--- src/rtl/full_st1_tap_ctrl.sv ---
`default_nettype none
// +----------------------------------------------------------------------------+
// | full_st1_tap_ctrl: tap memory sequencer (forward sweep, row update, load)  |
// | Revision 1.0                                                               |
// +----------------------------------------------------------------------------+
module full_st1_tap_ctrl #(
  parameter int AW    = 4,
  parameter int LANES = 6,
  parameter int DW    = 32
) (
  input  logic                clk,
  input  logic                reset,
  input  logic                fwd_req,
  input  logic                fwd_inter,
  input  logic [AW-1:0]       fwd_rows,
  input  logic                fwd_hold,
  output logic                fwd_ack,
  output logic                fwd_done,
  output logic                rd_data_vld,
  input  logic                upd_vld,
  output logic                upd_rdy,
  input  logic [AW-1:0]       upd_addr,
  input  logic [LANES*DW-1:0] upd_data,
  input  logic                ld_vld,
  output logic                ld_rdy,
  input  logic [2:0]          ld_lane,
  input  logic [AW-1:0]       ld_addr,
  input  logic [DW-1:0]       ld_data,
  output logic                ld_err,
  output logic                busy,
  output logic [AW-1:0]       tap_rd_address,
  output logic                tap_rd_vld,
  output logic [AW-1:0]       tap_wr_address,
  output logic                tap_wr_vld,
  output logic [LANES*DW-1:0] tap_wr_data,
  output logic                tap_inter,
  output logic                tap_inter_first,
  output logic [2:0]          tap_sub_addr,
  output logic                tap_sub_vld,
  output logic [DW-1:0]       tap_sub_data
);

  typedef enum logic [1:0] {
    IDLE = 2'd0,
    FWD  = 2'd1,
    WR   = 2'd2
  } state_t;

  localparam logic [AW:0] C_ONE = (AW+1)'(1);

  state_t              r_state, w_state_nxt;
  logic [AW:0]         r_cnt, w_cnt_nxt;
  logic [AW:0]         r_rows, w_rows_nxt;
  logic                r_inter, w_inter_nxt;
  logic                r_last_issued, w_last_nxt;
  logic                w_idle, w_lane_ok, w_last;
  logic                w_rd_vld, w_wr_vld, w_sub_vld, w_tinter, w_tfirst, w_ld_err;
  logic [AW-1:0]       w_rd_addr, w_wr_addr;
  logic [LANES*DW-1:0] w_wr_data;
  logic [2:0]          w_sub_addr;
  logic [DW-1:0]       w_sub_data;

  // Grants are suppressed while reset is asserted so every output reads 0.
  assign w_idle    = (r_state == IDLE) & reset;
  assign ld_rdy    = w_idle & ld_vld;
  assign upd_rdy   = w_idle & upd_vld & ~ld_vld;
  assign fwd_ack   = w_idle & fwd_req & ~ld_vld & ~upd_vld;
  assign busy      = (r_state != IDLE);
  assign w_lane_ok = (32'(ld_lane) < 32'(LANES));
  assign w_last    = (r_cnt == (r_rows - C_ONE));

  always_comb begin
    w_state_nxt = r_state;
    w_cnt_nxt   = r_cnt;
    w_rows_nxt  = r_rows;
    w_inter_nxt = r_inter;
    w_last_nxt  = 1'b0;
    w_rd_vld    = 1'b0;
    w_rd_addr   = tap_rd_address;
    w_wr_vld    = 1'b0;
    w_wr_addr   = tap_wr_address;
    w_wr_data   = tap_wr_data;
    w_sub_vld   = 1'b0;
    w_sub_addr  = tap_sub_addr;
    w_sub_data  = tap_sub_data;
    w_tinter    = 1'b0;
    w_tfirst    = 1'b0;
    w_ld_err    = 1'b0;
    case (r_state)
      IDLE: begin
        if (ld_rdy) begin
          if (w_lane_ok) begin
            w_state_nxt = WR;
            w_sub_vld   = 1'b1;
            w_sub_addr  = ld_lane;
            w_sub_data  = ld_data;
            w_wr_addr   = ld_addr;
          end else begin
            w_ld_err = 1'b1;
          end
        end else if (upd_rdy) begin
          w_state_nxt = WR;
          w_wr_vld    = 1'b1;
          w_wr_addr   = upd_addr;
          w_wr_data   = upd_data;
        end else if (fwd_ack) begin
          w_state_nxt = FWD;
          w_cnt_nxt   = '0;
          w_rows_nxt  = (fwd_rows == '0) ? {1'b1, {AW{1'b0}}} : {1'b0, fwd_rows};
          w_inter_nxt = fwd_inter;
        end
      end
      FWD: begin
        if (!fwd_hold) begin
          w_rd_vld   = 1'b1;
          w_rd_addr  = r_cnt[AW-1:0];
          w_tinter   = r_inter;
          w_tfirst   = r_inter & (r_cnt == '0);
          w_last_nxt = w_last;
          w_cnt_nxt  = r_cnt + C_ONE;
          if (w_last) begin
            w_state_nxt = IDLE;
          end
        end
      end
      WR:      w_state_nxt = IDLE;
      default: w_state_nxt = IDLE;
    endcase
  end

  always_ff @(posedge clk) begin
    if (!reset) begin
      r_state         <= IDLE;
      r_cnt           <= '0;
      r_rows          <= '0;
      r_inter         <= 1'b0;
      r_last_issued   <= 1'b0;
      tap_rd_vld      <= 1'b0;
      tap_rd_address  <= '0;
      tap_wr_vld      <= 1'b0;
      tap_wr_address  <= '0;
      tap_wr_data     <= '0;
      tap_sub_vld     <= 1'b0;
      tap_sub_addr    <= '0;
      tap_sub_data    <= '0;
      tap_inter       <= 1'b0;
      tap_inter_first <= 1'b0;
      ld_err          <= 1'b0;
      rd_data_vld     <= 1'b0;
      fwd_done        <= 1'b0;
    end else begin
      r_state         <= w_state_nxt;
      r_cnt           <= w_cnt_nxt;
      r_rows          <= w_rows_nxt;
      r_inter         <= w_inter_nxt;
      r_last_issued   <= w_last_nxt;
      tap_rd_vld      <= w_rd_vld;
      tap_rd_address  <= w_rd_addr;
      tap_wr_vld      <= w_wr_vld;
      tap_wr_address  <= w_wr_addr;
      tap_wr_data     <= w_wr_data;
      tap_sub_vld     <= w_sub_vld;
      tap_sub_addr    <= w_sub_addr;
      tap_sub_data    <= w_sub_data;
      tap_inter       <= w_tinter;
      tap_inter_first <= w_tfirst;
      ld_err          <= w_ld_err;
      // Read data returns one cycle after the read strobe.
      rd_data_vld     <= tap_rd_vld;
      fwd_done        <= tap_rd_vld & r_last_issued;
    end
  end

endmodule
`default_nettype wire

--- config.mk ---
export PLATFORM = sky130hd
export DESIGN_NAME = full_st1_tap_ctrl
export DESIGN_NICKNAME = d
export VERILOG_FILES = /design/src/rtl/full_st1_tap_ctrl.sv
export SDC_FILE = /design/constraint.sdc
export NUM_CORES = 1
export LEC_CHECK = 0
export CORE_AREA = 2 2 192 194
export CTS_BUF_LIST = sky130_fd_sc_hd__clkbuf_4 sky130_fd_sc_hd__clkbuf_8
export DETAILED_ROUTE_END_ITERATION = 12
export DIE_AREA = 0 0 194 196
export DONT_BUFFER_PORTS = 1
export HOLD_SLACK_MARGIN = 0.03
export SLEW_MARGIN = 20
export SYNTH_ARGS = -nofsm -noshare
export SYNTH_HDL_FRONTEND = slang
export SYNTH_SLANG_ARGS = --single-unit
--- constraint.sdc ---
create_clock -name clk -period 1.94 [get_ports clk]
set_clock_uncertainty 0.05 [all_clocks]
set_input_delay 0.388 -clock clk [delete_from_list [all_inputs] [get_ports clk]]
set_output_delay 0.388 -clock clk [all_outputs]
set_load 0.005 [all_outputs]
### Word-level counts from Yosys, hierarchy flattened

Cells that the tools add are included.

* word-level logic and storage cells: 85
* output and inout bits: 247
* input bits: 246
* register bits: 257

* muxes and demuxes: 20
* add/sub/neg operators: 2
* equal/unequal tests: 10
* bitwise operators: 17
* $lt $le $gt $ge: 1
* reduce and logical (&&, ||, !) cells: 17

Operators by type and width (count)
* $mux 5: 5
* $mux 2: 6
* $mux 4: 3
* $reduce_and 3->1: 4
* $ne 2x2->1 const B: 5
* $pmux 5 s2: 1
* $and 1x1->1: 9
* $not 1->1: 8
* $reduce_and 4->1: 2
* $reduce_bool 2->1: 3
* $reduce_or 3->1: 2
* $add 5x1->5 const B: 1
* $eq 5x5->1: 1
* $logic_not 5->1: 1
* $reduce_and 5->1: 1
* $sub 5x1->5 const B: 1
* $logic_not 4->1: 1
* $mux 1: 4
* $ne 4x4->1 const B: 1
* $pmux 2 s2: 1
* $reduce_and 2->1: 2
* $lt 3x3->1 const B: 1
* $ne 3x3->1 const B: 1
* $eq 2x1->1 const B: 1
* other kinds (2): 2

### Logic depth before layout (Yosys ltp)

* word-level depth: 9
* mapped depth: 10
* mapped depth without buffers: 6

### Worst setup path before layout

Ideal clock, no wire load.

* path type: register -> register
* from: reg r_rows[0]
* to: reg r_state[0]
* slack: 323 ps
* clock period less this slack: 1617 ps
* setup time: 120 ps
* arrival: 1447 ps
* path buffers: 0
* cell stages (with the launch flop): 7
* required time: 1770 ps
* path through: dfxtp_1 > inv_1 > ha_1 > o21ba_1 > a221oi_1 > a41oi_1 > o31a_1

* longest elaborated chain between the ends: 4

RTL lines
* start, declared: line 53 `logic [AW:0] r_rows, w_rows_nxt;`
* start signal, assigned: line 154 `r_rows <= w_rows_nxt;`
* $sub 5x1->5: line 70 `assign w_last = (r_cnt == (r_rows - C_ONE));`
* $eq 5x5->1: line 70
* $ne 2x2->1 (no source line)
* $reduce_and 4->1 (no source line)
* end signal, assigned: line 152 `r_state <= w_state_nxt;`
* end, declared: line 51 `state_t r_state, w_state_nxt;`

Every way passes these cells.
A chain may end at the register's enable or synchronous reset.

### Final worst setup path

* from: reg r_state[0]
* to: out upd_rdy

* longest elaborated chain between the ends: 4

RTL lines
* $logic_not 2->1: line 64 `assign w_idle = (r_state == IDLE) & reset;`
* $and 1x1->1: line 64
* $and 1x1->1 (2 in series): line 66 `assign upd_rdy = w_idle & upd_vld & ~ld_vld;`
* end, declared: line 21 `output logic upd_rdy,`

Every way passes these cells.

==> flow_summary.toml <==
[placed_design]
gp_congestion = 0.796
placement.cell_area_mm2 = 0.00964
place.detailed.hpwl_um = 19700
placed_instances = 1534
io_buffer_count = 0

[job]
cap_violations = 0

[synthesis]
yosys-top-cells-area = "dfxtp_1 56%, nand2_1 19%, a21oi_1 9.9%, a21boi_0 4.1%, buf_6 1.8%"
async_reset_ff_frac = 0
syn-instance-count = 1125
synth.distinct_cells = 41
synthesis.area_mm2 = 0.00924
yosysSeqAreaShare = 0.557
synth-seq-cells = 257
avg_synthesized_cell_area_um2 = 8.21
synth_fp_nets = 1374
synth_enable_flop_cells = 0
synth_top_area_frac = 0.557
postSynth.topFlopCell = "dfxtp_1"
commonest_cells_in_the_synthesized_netlist = "473 x nand2_1, 257 x dfxtp_1, 182 x a21oi_1, 50 x a21boi_0, 34 x clkbuf_1"
synth.largest_area_cell = "dfxtp_1"
ys.warnings.count = 0
yosys.cell_count.top_type = "nand2_1"

[timing]
relSlewSlack = 0.637
unrepaired_setup_endpoints_after_global_routing = "true"
hold_viol = 0
highest_clock_rate_ghz = 0.535
slew_viol_final = 0
setup_viol_count_final = 0
min_period_over_period = 0.963
fin_hold_ws_ns = 0.0934
timing.final.crit_period_ns = 1.87
max_slew.worst_pin.slew_ns = 0.544

[layout]
cell_area_after_layout_mm2 = 0.0132
post-route-util = 0.367
layout.nets = 1617
area.growth.synth_to_final_pct = 43.4
fin_cells = 1868
drive_gt1_frac = 0.0886
antenna_cells = 0

[drt]
viasPerCell = 4.71
drt-total-wl_um = 33000
wl_per_cell_um = 17.7
first_pass_iters = 5
drt-initial-drc-count = 430
detailroute.via_count = 8804
count_of_unresolved_drc_violations_after_routing = 0
route.antenna.remaining_nets = 0

[power]
power_density_mw_per_mm2 = 888
power.switching_mw = 2.83
cellLeakagePower_nw = 4.79
power.combinational.fraction = 0.090
power_report.internal_total_mw = 8.95
power_switching_share = 0.240
max-vdd-ir-drop_mv = 0.602
share_clk_of_total_power = 0.433
pwr-share-seq = 0.477

[floorplan]
design.core.area_mm2 = 0.0361
start_util = 0.256
boundaryPins = 493
dieArea_mm2 = 0.0380
die-width_um = 194
site_rows = 70
die_h_um = 196

[critical_path]
critical_path_class = "reg2out"
worstPathRequired_ns = 1.50
crit_path_start_kind = "flop"
worst_r2r_path_depth = 6
r2r_setup_slack_ns = 0.11
critical_register_to_register_path_endpoint = "r_state[0]"
reg2reg_from = "r_rows[0]"
timing.critical_path.fanout_max = 6
setup.worst_path.end_class = "output port"
worstPathArrival_ns = 1.43

[min_path]
hold_path_end = "r_state[0]"
holdCritPathClass = "in2reg"
hold_depth = 3
min_from = "ld_lane[1]"

[cts]
cts_inserted_buffers = 44
max-clock-path-buffers = 3
ctsHtreeMaxLevel = 2
clock_tree_from_tritoncts = "yes"
clkSlewWorstSetupHoldPaths_ns = 0.06
cts_root_buffer = "clkbuf_8"
clock_sinks = 257
worstSkewPairLatency_ns = 0.58

[global_route]
grt_max_degree = 100
grt_pass1_wl_um = 48600
gr-total-overflow = 0
initial_antenna_violation_count = 0
track_usage = 0.161
vias_in_the_first_global_route = 8763

[run_status]
outcome = "completed"
per-layer routing:
layer | track usage | vias to the layer above | wire (um)
met1 | 0.179 | 4102 | 12600
li1 | - | 4124 | -
met3 | 0.0688 | 99 | 3210
met5 | 0 | - | 0
met4 | 0.0797 | 0 | 1370
met2 | 0.264 | 479 | 15800
power groups by stage:
| stage | clock (mW) | sequential (mW) | combinational (mW) |
|---|---|---|---|
| 4_1_cts | 5.27 | 5.61 | 1.03 |
| 3_5_place_dp | 0 | 5.72 | 0.551 |
| 6_report | 5.09 | 5.62 | 1.06 |
| 5_1_grt | 5.50 | 5.63 | 1.16 |
| 2_1_floorplan | 0 | 5.67 | 0.453 |
| 3_3_place_gp | 0 | 5.72 | 0.533 |
what timing repair did:
action,4_1_cts,5_1_grt
setup endpoints to repair,2,7
setup buffers,6,0
hold endpoints to repair,245,0
resized for setup,4,5
hold buffers,246,0
gates cloned,3,1
pin swaps,2,1
state kept, by name (all words and copies together), names as in the netlist, 2 cells and up:
register,cells
r_rows,5
tap_rd_address,4
tap_sub_addr,3
tap_wr_data,192
tap_sub_data,32
r_state,2
tap_wr_address,4
r_cnt,5
cells in the final DEF (no fill, tap or decap), types with 4 or more instances in the layout:
master	count
dlygate4sd3_1	245
buf_4	19
inv_1	6
buf_12	7
dfxtp_1	255
nor2_1	16
a311oi_1	4
clkbuf_8	56
xor2_1	6
a21boi_0	50
clkbuf_4	18
nor3_1	7
a21oi_1	182
mux2i_1	6
nand2_1	473
cell families (layout without fill, tap and decap cells):
kind of cell,count (synthesis),after routing,synth area share
buf+inv,91,366,0.0546
xor+xnor,9,9,0.00853
simple gates,517,517,0.221
fa+ha+maj,3,3,0.00406
flops,257,257,0.557
compound gates,242,242,0.149
mux,6,6,0.00650
worst max path at each step:
stage | startpoint | endpoint | slack (ns)
after floorplan | r_rows[0] | r_state[0] | 0.32
after global placement | r_state[1] | tap_wr_address[0] | 0.22
after detailed placement | r_rows[0] | r_last_issued | 0.15
after CTS | r_state[0] | fwd_ack | 0.004
after global routing | r_state[0] | upd_rdy | -0.02
final | r_state[0] | upd_rdy | 0.07
cell type report:
| type | count | area, um2 |
|---|---|---|
| fillers | 3513 | 22800 |
| repair buffers | 277 | 2910 |
| flip-flops and latches | 257 | 5150 |
| well taps | 468 | 586 |
| clock inverters | 4 | 25.0 |
| clock buffers | 74 | 906 |
| multi-input cells | 777 | 3620 |
| inverters | 11 | 53.8 |
through the flow:
stage                     worst slack [ns]  power, mW  TNS [ns]
after detailed placement             0.145       6.27         0
after global routing               -0.0208       12.3   -0.0280
after floorplan                      0.323       6.12         0
after CTS                          0.00438       11.9         0
final                               0.0711       11.8         0
after global placement               0.222       6.25         0
critical path, stage by stage (launching register included):
cell      delay, ns
dfxtp_2        0.34
nor2_4         0.14
nand4b_4       0.13
clkinv_4       0.09
buf_16         0.14
Power figures use the tool's default switching activity.
